<file path="config.mk">
export PLATFORM = sky130hd
export DESIGN_NAME = clkdiv_sched
export DESIGN_NICKNAME = d
export VERILOG_FILES = /design/src/rtl/clkdiv_pkg.sv /design/src/rtl/clkdiv_core.sv /design/src/rtl/clkdiv_sched.sv
export SDC_FILE = /design/constraint.sdc
export NUM_CORES = 1
export LEC_CHECK = 0
export ABC_AREA = 1
export CAP_MARGIN = 10
export CORE_ASPECT_RATIO = 0.7
export CORE_MARGIN = 4
export CORE_UTILIZATION = 57
export CTS_CLUSTER_SIZE = 40
export DETAILED_ROUTE_END_ITERATION = 8
export PLACE_DENSITY_LB_ADDON = 0.05
export SYNTH_ARGS = -nofsm -noshare
export SYNTH_HDL_FRONTEND = slang
export SYNTH_SLANG_ARGS = --single-unit
export TNS_END_PERCENT = 10
</file>
<file path="constraint.sdc">
create_clock -name clk -period 3.6 [get_ports clk]
set_clock_uncertainty 0.05 [all_clocks]
set_input_delay 0.9 -clock clk [delete_from_list [all_inputs] [get_ports clk]]
set_output_delay 0.9 -clock clk [all_outputs]
set_load 0.02 [all_outputs]
</file>
<file path="src/rtl/clkdiv_pkg.sv">
// rtl/clkdiv_pkg.sv - shared types and constants for the clock divider scheduler
package clkdiv_pkg;

    // Controller states: IDLE (stopped), RUN (dividing), STOP (finishing current period)
    typedef enum logic [1:0] {
        IDLE = 2'd0,
        RUN  = 2'd1,
        STOP = 2'd2
    } state_e;

    // Smallest ratio the divider can produce
    localparam int MIN_DIV = 2;

endpackage

</file>
<file path="src/rtl/clkdiv_core.sv">
// rtl/clkdiv_core.sv - period counter with registered divided output and tick
module clkdiv_core #(
    parameter int W = 8
) (
    input  logic         clk_i,
    input  logic         rst_i,
    input  logic         active_i,
    input  logic         run_next_i,
    input  logic [W-1:0] ratio_i,
    output logic         q_o,
    output logic         tick_o,
    output logic         bnd_o
);

    localparam logic [W-1:0] ONE = {{(W-1){1'b0}}, 1'b1};

    logic [W-1:0] cnt_q;
    logic [W-1:0] cnt_d;
    logic [W-1:0] half;
    logic         q_q;
    logic         tick_q;

    assign half   = ratio_i >> 1;
    assign bnd_o  = active_i && (cnt_q == (ratio_i - ONE));
    assign q_o    = q_q;
    assign tick_o = tick_q;

    // Count within the period; restart at the boundary and hold at zero while idle
    always_comb begin
        cnt_d = '0;
        if (active_i && !bnd_o) begin
            cnt_d = cnt_q + ONE;
        end
    end

    // q and tick are derived from the next count so they line up with cnt.
    // A ratio change only happens when cnt_d is zero, where q is 1 for any
    // legal ratio, so comparing against the current ratio is safe.
    always_ff @(posedge clk_i or posedge rst_i) begin
        if (rst_i) begin
            cnt_q  <= '0;
            q_q    <= 1'b0;
            tick_q <= 1'b0;
        end else begin
            cnt_q  <= cnt_d;
            q_q    <= run_next_i && (cnt_d < half);
            tick_q <= run_next_i && (cnt_d == '0);
        end
    end

endmodule

</file>
<file path="src/rtl/clkdiv_sched.sv">
// rtl/clkdiv_sched.sv - glitch-free start/stop and ratio sequencing for the clock divider
module clkdiv_sched
    import clkdiv_pkg::*;
#(
    parameter int W           = 8,
    parameter int DEFAULT_DIV = 3
) (
    input  logic         clk,
    input  logic         rst,
    input  logic         en,
    input  logic [W-1:0] div_val,
    input  logic         div_valid,
    output logic         div_ready,
    output logic         div_err,
    output logic         q,
    output logic         tick,
    output logic         busy,
    output logic [W-1:0] cur_div
);

    localparam logic [W-1:0] DEF_DIV = W'(DEFAULT_DIV);
    localparam logic [W-1:0] MIN_N   = W'(MIN_DIV);

    state_e       state_q;
    state_e       state_d;
    logic [W-1:0] cur_div_q;
    logic [W-1:0] cur_div_d;
    logic [W-1:0] pend_div_q;
    logic [W-1:0] pend_div_d;
    logic         pend_vld_q;
    logic         pend_vld_d;
    logic         div_err_q;
    logic         div_err_d;
    logic         bnd;
    logic         accept;
    logic         apply;

    assign div_ready = ~pend_vld_q;
    assign div_err   = div_err_q;
    assign busy      = (state_q != IDLE);
    assign cur_div   = cur_div_q;
    assign accept    = div_valid && div_ready;
    assign apply     = pend_vld_q && ((state_q == IDLE) || bnd);

    clkdiv_core #(
        .W (W)
    ) u_core (
        .clk_i      (clk),
        .rst_i      (rst),
        .active_i   (state_q != IDLE),
        .run_next_i (state_d != IDLE),
        .ratio_i    (cur_div_q),
        .q_o        (q),
        .tick_o     (tick),
        .bnd_o      (bnd)
    );

    // Next state: start only once no ratio is pending, stop only at a period boundary
    always_comb begin
        state_d = state_q;
        case (state_q)
            IDLE: begin
                if (en && !pend_vld_q) begin
                    state_d = RUN;
                end
            end
            RUN: begin
                if (!en) begin
                    state_d = bnd ? IDLE : STOP;
                end
            end
            STOP: begin
                if (en) begin
                    state_d = RUN;
                end else if (bnd) begin
                    state_d = IDLE;
                end
            end
            default: state_d = IDLE;
        endcase
    end

    // Request handshake and ratio application; accept and apply never coincide
    always_comb begin
        cur_div_d  = cur_div_q;
        pend_div_d = pend_div_q;
        pend_vld_d = pend_vld_q;
        div_err_d  = 1'b0;
        if (apply) begin
            cur_div_d  = pend_div_q;
            pend_vld_d = 1'b0;
        end
        if (accept) begin
            if (div_val < MIN_N) begin
                div_err_d = 1'b1;
            end else begin
                pend_div_d = div_val;
                pend_vld_d = 1'b1;
            end
        end
    end

    // Control registers
    always_ff @(posedge clk or posedge rst) begin
        if (rst) begin
            state_q    <= IDLE;
            cur_div_q  <= DEF_DIV;
            pend_div_q <= '0;
            pend_vld_q <= 1'b0;
            div_err_q  <= 1'b0;
        end else begin
            state_q    <= state_d;
            cur_div_q  <= cur_div_d;
            pend_div_q <= pend_div_d;
            pend_vld_q <= pend_vld_d;
            div_err_q  <= div_err_d;
        end
    end

endmodule

</file>
== Word level (Yosys, flattened, before mapping) ==
Index checks and enable logic that the tools add are counted.

* Register bits after elaboration: 30
* Logic and storage cells: 44
* Input bits: 12

* $add $sub $neg: 2
* Bitwise operators: 2
* Reduce and logical (&&, ||, !) cells: 15
* Muxes and demuxes: 12
* Eq/ne operators: 3
* Order comparisons: 2

{| class="wikitable"
|+ Operators with widths
! operator !! number
|-
| two-way mux 2 bit || 5
|-
| adder 8 x 1 -> 8 bit (second input constant) || 1
|-
| == test 8 bit || 1
|-
| logical NOT 8 bit || 1
|-
| less-than comparator 8 x 2 -> 1 bit (second input constant) || 1
|-
| less-than comparator 8 x 7 -> 1 bit || 1
|-
| two-way mux 8 bit || 1
|-
| subtractor 8 x 1 -> 8 bit (second input constant) || 1
|-
| logical AND 1 bit || 7
|-
| case mux 2 bit (3 select lines) || 1
|-
| two-way mux 1 bit || 5
|-
| nonzero test 2 bit || 2
|-
| == test 2 x 1 -> 1 bit (second input constant) || 1
|-
| == test 2 bit (second input constant) || 1
|-
| logical NOT 1 bit || 2
|-
| logical NOT 2 bit || 1
|-
| NOT 1 bit || 2
|-
| AND reduction 2 bit || 1
|-
| logical OR 1 bit || 1
|}

== Longest topological paths before layout ==
Gate-level depths: netlist of run 1.

* Depth in word-level cells: 8
* Gate-level depth with buffers: 21
* Mapped depth without buffers: 21

== By module ==
From an unflattened synthesis of run 1, not the netlist that was laid out.

* Cell total of the unflattened synthesis: 234
* Area total of the unflattened synthesis: 1834.3 µm²

{| class="wikitable"
|+ By module, submodules not included
! module !! cells an instance !! area an instance (µm²) !! times used
|-
| clkdiv_core || 137 || 962.2 || 1
|-
| clkdiv_sched || 97 || 872.1 || 1
|}

== Worst setup path after synthesis of run 1 ==
Ideal clock, no wire load.

* Path type: register -> register
* Start: register cur_div_q[0], in the netlist cur_div[0]
* End: register u_core.q_q, in the netlist u_core.q_o
* Stages on the path, launching flop included: 16
* Clock period less this slack: 2.548 ns
* Setup time: 0.077 ns
* Slack: 1.052 ns
* Arrival: 2.420 ns
* Required time: 3.473 ns
* Cells stage by stage: dfstp_2 -> inv_1 -> ha_1 -> xor2_1 -> nand3_1 -> nor2_1 -> nand2_1 -> nor2_1 -> nand2_2 -> nand2_4 -> nor2_1 -> ha_1 -> a21oi_1 -> nand2_1 -> nand3b_1 -> a21oi_1

* Longest elaborated chain between the ends: 8

{| class="wikitable"
|+ RTL lines
! what !! line !! text
|-
| start: declaration || clkdiv_sched.sv:26 || <nowiki>logic [W-1:0] cur_div_q;</nowiki>
|-
| start signal: assignment || clkdiv_sched.sv:113 || <nowiki>cur_div_q <= cur_div_d;</nowiki>
|-
| subtractor 8 x 1 -> 8 bit || clkdiv_core.sv:24 || <nowiki>assign bnd_o = active_i && (cnt_q == (ratio_i - ONE));</nowiki>
|-
| == test 8 bit || clkdiv_core.sv:24 ||
|-
| logical AND 1 bit || clkdiv_core.sv:24 ||
|-
| logical NOT 1 bit || clkdiv_core.sv:31 || <nowiki>if (active_i && !bnd_o) begin</nowiki>
|-
| logical AND 1 bit || clkdiv_core.sv:31 ||
|-
| two-way mux 8 bit || clkdiv_core.sv:31 ||
|-
| named net u_core.cnt_d[6] || clkdiv_core.sv:18 || <nowiki>logic [W-1:0] cnt_d;</nowiki>
|-
| less-than comparator 8 x 7 -> 1 bit || clkdiv_core.sv:46 || <nowiki>q_q <= run_next_i && (cnt_d < half);</nowiki>
|-
| logical AND 1 bit || clkdiv_core.sv:46 ||
|-
| end signal: assignment || clkdiv_core.sv:46 ||
|-
| end: declaration || clkdiv_core.sv:20 || <nowiki>logic q_q;</nowiki>
|}

The timed path passes the listed nets, and every way through them passes these cells.
A chain may end at the register's enable or synchronous reset.

== Worst setup path after layout of run 1 ==
Ends and elaborated chain as after synthesis.

==> results of run 1 <==
-- state kept, by name, summed over array words and instances (netlist names) --
register       count
pend_div_q         8
cur_div            8
u_core.cnt_q       8
u_core.q_o         1
state_q            2
u_core.tick_o      1
div_err            1
pend_vld_q         1
-- cell type report --
cell class / count / share of cell area, %
flip-flops and latches: 30 / 36.5
clock inverters: 2 / 0.606
clock buffers: 6 / 4.00
repair buffers: 25 / 12.0
multi-input cells: 149 / 38.1
well taps: 36 / 2.18
inverters: 36 / 6.67
-- per-stage QoR --
stage	area, um^2	setup slack (ns)	util [%]	cells
2_1_floorplan	1690	1.05	-	217
3_3_place_gp	1970	0.764	69.8	276
3_5_place_dp	1970	0.785	69.8	276
4_1_cts	2060	0.862	73.1	284
5_1_grt	2060	0.592	73.1	284
6_report	2060	0.825	73.1	284
-- routing by layer --
| metal | track usage, % | vias to the layer above | wire (um) |
|---|---|---|---|
| met5 | 0 | - | 0 |
| met4 | 5.52 | 0 | 31 |
| met3 | 6.72 | 5 | 193 |
| met2 | 36.8 | 35 | 1620 |
| met1 | 30.6 | 666 | 1980 |
| li1 | - | 741 | - |
-- kinds of logic (layout without fill, tap and decap cells) --
kind of cell	Yosys count	after routing	synth area share, %
simple gates	112	112	29.5
xor+xnor	6	6	3.11
buf+inv	38	69	9.02
mux	2	2	1.33
flops	30	30	44.5
compound gates	21	21	6.58
fa+ha+maj	8	8	5.92
-- tightest hold or removal path, cell delays in order, from the launching register on --
cell and delay (ns):
dfrtp_1 0.35, nand2_1 0.05, o21ai_0 0.06
-- worst paths after layout --
path | end | slack [ns] | from | cells after the start
max | u_core.q_o$_DFF_PP0_ | 0.83 | cur_div[0]$_DFFE_PP1P_ | 18
max reg2reg | u_core.q_o$_DFF_PP0_ | 0.83 | cur_div[0]$_DFFE_PP1P_ | 18
min in group asynchronous | div_err$_DFF_PP0_ | 0.94 | rst | 3
min reg2reg | pend_div_q[2]$_DFFE_PP0P_ | 0.44 | pend_div_q[2]$_DFFE_PP0P_ | 2
min | pend_div_q[2]$_DFFE_PP0P_ | 0.44 | pend_div_q[2]$_DFFE_PP0P_ | 2
max in group asynchronous | cur_div[0]$_DFFE_PP1P_ | 2.25 | rst | 3
-- cell usage in the layout (no fill, tap or decap), drive strengths merged --
cell           count
nand3b             3
mux2               2
dfrtp             28
nor4               1
o21bai             1
nor2              28
inv               36
nand4              2
clkbuf             6
o21ai              8
nand2             59
clkdlybuf4s50     24
a21oi             12
clkinv             1
nand3             15
nor3               3
ha                 8
xor2               6
or2                1
clkinvlp           1
dfstp              2
buf                1
-- power by group through the flow --
stage               clock network (mW)  logic [mW]  registers (mW)
floorplan                            0       0.474           0.634
global placement                     0       0.774           0.591
detailed placement                   0       0.785           0.593
CTS                              0.289       0.792           0.589
global route                     0.307       0.898           0.609
finish                           0.285       0.795           0.592
==> metrics.txt, run 1 <==
peak supply drop=about 570 uV; largest net degree at the start of global routing=31; CP max-delay cell=dfstp_2; clock power share=between 10% and 20%; post-layout min period=2.77 ns; TritonRoute pass-1 iters=4; Synth Net Count=237; cts bufs inserted=5; global-route usage over all layers=between 20 and 25%; Vias/cell=between 5 and 6; Clk Latency, worst-skew pair=~0.29 ns; vias in the first global route=1477; fraction of power consumed by sequential logic=35.4%; TritonCTS clock tree=yes; Initial DRC Count=73; row cnt=16; Worst path most repeated cell=nand2_1; Register Area=753 um^2; Yosys cell types=26; switching power=between 700 and 800 uW; Hold WS=between 0.4 and 0.5 ns; P_int=946 uW; Synth async-reset ratio=100%; #FFs+latches synth=30; CTS root buf=clkbuf_8; Synth Instances=217; Longest Clk Path Bufs=2; IO buf count=24; status=finished, final reports clean; Syn-to-layout area delta=22.0%; Fill cells=229; ANT cells=0; Slew HR=about 65%; Multi-input gate area=between 700 and 800 um^2; Final Cycle Share=between 70 and 80%; Lkg Pwr=roughly 1.1 nW; CP max stage delay=0.55 ns; Post-Syn Area per Cell=about 8 um^2; total chip power=approximately 1.7 mW; Hold Buf Count CTS=0; Fin. Hold Viols=0; Clock Sinks=30; post-CTS setup buffer count=0; crit path max fanout=6; CP Buf/Inv Count=1; first-pass GRT wire length=6680 um; dominant cell type by area after synthesis=dfrtp_1; htree depth=2; Final Wtd Congestion=0.879; die footprint=0.00392 mm^2; HPWL Detailed=2850 um; Die Y=roughly 54 um; synth cell count leaders=nand2_1 (54), inv_1 (32), dfrtp_1 (28), nor2_1 (25), nand3_1 (15); PD cells=just over 800 mW/mm^2; Post-synth EDFFs=0; CP Data Arrival Time=2.94 ns; combinational fraction of design power=47.6%; switching power share of the total=43.4%; Synth Warn #=0; Seq/Total Area, Yosys=between 40% and 50%; Setup CP Type=register to register; Max-Cap Viols=0; RSZ-0062 raised after global routing=false; CP Capture Type=register; Required @ worst endpoint=approximately 3.8 ns; Total Neg Setup Slack=0 ns; Slew @ Worst Pin=0.521 ns; top-count cell post-synth=nand2_1; Setup Viol. Count Final=0; top cell type's share of synthesized area=41.4%; total of cells resized after clock tree synthesis=0; GRT overflow=0; CP startpoint kind=register; DR WL/cell=13.4 um; die width=73.1 um; Initial Util=around 60%; Ports=25; Synth area leaders=dfrtp_1 (41%), nand2_1 (12%), inv_1 (7.1%); DR vias=around 1.4k; initial antenna violation count=0; share of cells above drive strength 1=around 11%; fin. max-slew vios=0; cell family with most CP delay=simple AND/OR/NAND/NOR gates; WL final=3820 um; DRC Markers=0; Fmax achieved=360 MHz; worst path cell trace=inv_1, ha_1, nand2_1, nor2_2, nand2_1, nand2_1, nand2_1, nand2_1, nand2_1, nor2_1, nand2_2, nand2_4, nor2_1, ha_1, a21oi_1, nand2_1, nand3b_1, a21oi_1; Net count, final=267; synthesized area=between 0.0015 and 0.002 mm^2; core area=about 0.0028 mm^2; Post-synth top flop=dfrtp_1; Routed Antenna Nets=0; Clock transition at path regs=0.07 ns; HP Class=register to register
(Power assumes the default switching activity.)
==> run 2, diff against run 1 <==
CORE_UTILIZATION = 48   (was 57)
clock period = 2.4 ns   (was 3.6 ns; I/O delays follow)
==> metrics.txt, run 2 (synthesis results as in run 1) <==
worst path cell trace=inv_2, ha_4, xor2_1, nand3_1, nor2_1, nand2_1, nor2_1, nand2_2, nand2_4, inv_6, nand3_4, inv_4, ha_4, nand2_1, inv_1, nand2_1, nand2_2, a21oi_2 (was inv_1, ha_1, nand2_1, nor2_2, nand2_1, nand2_1, nand2_1, nand2_1, nand2_1, nor2_1, nand2_2, nand2_4, nor2_1, ha_1, a21oi_1, nand2_1, nand3b_1, a21oi_1); Clock transition at path regs=0.06 ns (was 0.07 ns); DR WL/cell=13.6 um (was 13.4 um); status=complete, but fails checks (was finished, final reports clean); Total Neg Setup Slack=-0.0588 ns (was 0 ns); Fin. Hold Viols=0 (unchanged); CP Capture Type=register (unchanged); Max-Cap Viols=0 (unchanged); Die Y=57.7 um (was 53.6 um); CP max-delay cell=dfstp_2 (unchanged); Ports=25 (unchanged); Fmax achieved=407 MHz (was 360 MHz); crit path max fanout=5 (was 6); Worst path most repeated cell=nand2_1 (unchanged); die footprint=0.00455 mm^2 (was 0.00392 mm^2); CTS root buf=clkbuf_8 (unchanged); Setup Viol. Count Final=1 (was 0); cts bufs inserted=5 (unchanged); peak supply drop=782 uV (was 569 uV); critical path launch point=cur_div[0]$_DFFE_PP1P_ (unchanged); Initial DRC Count=81 (was 73); Initial Util=52.0% (was 59.9%); die width=79.0 um (was 73.1 um); Clock Sinks=30 (unchanged); DRC Markers=0 (unchanged); HPWL Detailed=3150 um (was 2850 um); reg2reg setup slack=-0.06 ns (was 0.83 ns); hold_sp=pend_div_q[2]$_DFFE_PP0P_ (unchanged); DR vias=1502 (was 1447); initial antenna violation count=0 (unchanged); vias in the first global route=1459 (was 1477); TritonRoute pass-1 iters=4 (unchanged); commonest non-fill, non-tap cell in the layout=nand2_1 (unchanged); first-pass GRT wire length=6850 um (was 6680 um); CP max stage delay=0.54 ns (was 0.55 ns); post-layout min period=2.46 ns (was 2.77 ns); Final Cycle Share=102% (was 77.1%); Vias/cell=4.86 (was 5.10); Setup CP Type=register to register (unchanged); Net count, final=281 (was 267); ANT cells=0 (unchanged); PD cells=1180 mW/mm^2 (was 810 mW/mm^2); Register Area=753 um^2 (unchanged); IO buf count=24 (unchanged); RSZ-0062 raised after global routing=true (was false); CP startpoint kind=register (unchanged); Critical R2R Launch=cur_div[0]$_DFFE_PP1P_ (unchanged); row cnt=17 (was 16); most frequent cells in the layout=nand2_1 (51), dfrtp_1 (28), inv_1 (26), clkdlybuf4s50_1 (24), nor2_1 (22) (was nand2_1 (54), inv_1 (32), dfrtp_1 (28), nor2_1 (25), clkdlybuf4s50_1 (24)); failing checks=negative setup slack; Slew HR=74.5% (was 65.1%); Clk Latency, worst-skew pair=0.28 ns (was 0.29 ns); Lkg Pwr=1.16 nW (was 1.10 nW); largest net degree at the start of global routing=31 (unchanged); global-route usage over all layers=19.7% (was 22.8%); final worst slack=-0.0588 ns (was 0.825 ns); Multi-input gate area=920 um^2 (was 786 um^2); core area=0.00325 mm^2 (was 0.00282 mm^2); GRT overflow=0 (unchanged); WL final=4200 um (was 3820 um); Syn-to-layout area delta=37.1% (was 22.0%); Routed Antenna Nets=0 (unchanged); HP Class=register to register (unchanged); Final Wtd Congestion=0.819 (was 0.879); CP Data Arrival Time=2.58 ns (was 2.94 ns); Fill cells=268 (was 229); Required @ worst endpoint=2.52 ns (was 3.76 ns); TritonCTS clock tree=yes (unchanged); Slew @ Worst Pin=0.379 ns (was 0.521 ns); htree depth=2 (unchanged); share of cells above drive strength 1=24.0% (was 10.9%); Longest Clk Path Bufs=2 (unchanged); fin. max-slew vios=0 (unchanged); cell family with most CP delay=simple AND/OR/NAND/NOR gates (unchanged); Hold WS=0.446 ns (was 0.436 ns); CP Buf/Inv Count=4 (was 1)
## run 2: path summary, 6_finish.rpt
path	to	cells after the start
max in group asynchronous	cur_div[1]$_DFFE_PP1P_	3
setup reg to reg	u_core.q_o$_DFF_PP0_	18
hold reg to reg	pend_div_q[2]$_DFFE_PP0P_	2
min in group asynchronous	pend_div_q[5]$_DFFE_PP0P_	3
hold / removal	pend_div_q[2]$_DFFE_PP0P_	2
setup / recovery	u_core.q_o$_DFF_PP0_	18
## run 2: power breakdown
part | switching, mW | internal [mW] | total, mW
Sequential | 0.168 | 0.707 | 0.875
Combinational | 0.823 | 0.620 | 1.44
Clock | 0.192 | 0.231 | 0.423
Total | 1.18 | 1.56 | 2.74
## run 2: area by class of cell
| cell class | count | share of cell area, % |
|---|---|---|
| Clock inverter | 1 | 0.216 |
| Tap cell | 47 | 2.54 |
| Clock buffer | 7 | 3.72 |
| Inverter | 36 | 6.15 |
| Multi-Input combinational cell | 149 | 39.7 |
| Sequential cell | 30 | 32.5 |
| Timing Repair Buffer | 39 | 15.2 |
## run 2: worst min-delay path, stage by stage, from the launching register on
cell and delay [ns]:
dfrtp_1 0.35, nand2_1 0.05, o21ai_0 0.06
## run 2: metal layers
| metal | vias to the layer above | routed length [um] | global-route usage [%] |
|---|---|---|---|
| met5 | - | 0 | 0 |
| met4 | 0 | 63 | 5.64 |
| met3 | 9 | 149 | 5.12 |
| met2 | 26 | 1900 | 30.5 |
| met1 | 702 | 2090 | 27.5 |
| li1 | 765 | - | - |
## run 2: repair_timing
action	CTS	global route
hold buffers	0	0
endpoints found under the setup margin	1	9
endpoints found under the hold margin	0	0
setup buffers	2	4
pin swaps	5	12
resized for setup	3	11
## run 2: stage by stage
stage / util (%) / setup slack [ns] / total power [mW] / instance area [um^2] / cells
4_1_cts: 68.6 / -0.0156 / 2.67 / 2230 / 305
3_5_place_dp: 65.1 / -0.0601 / 2.22 / 2120 / 295
6_report: 71.2 / -0.0588 / 2.74 / 2320 / 309
2_1_floorplan: - / 0.00432 / 1.72 / 1770 / 217
5_1_grt: 71.2 / -0.198 / 2.97 / 2320 / 309
3_3_place_gp: 65.1 / -0.0180 / 2.17 / 2120 / 295
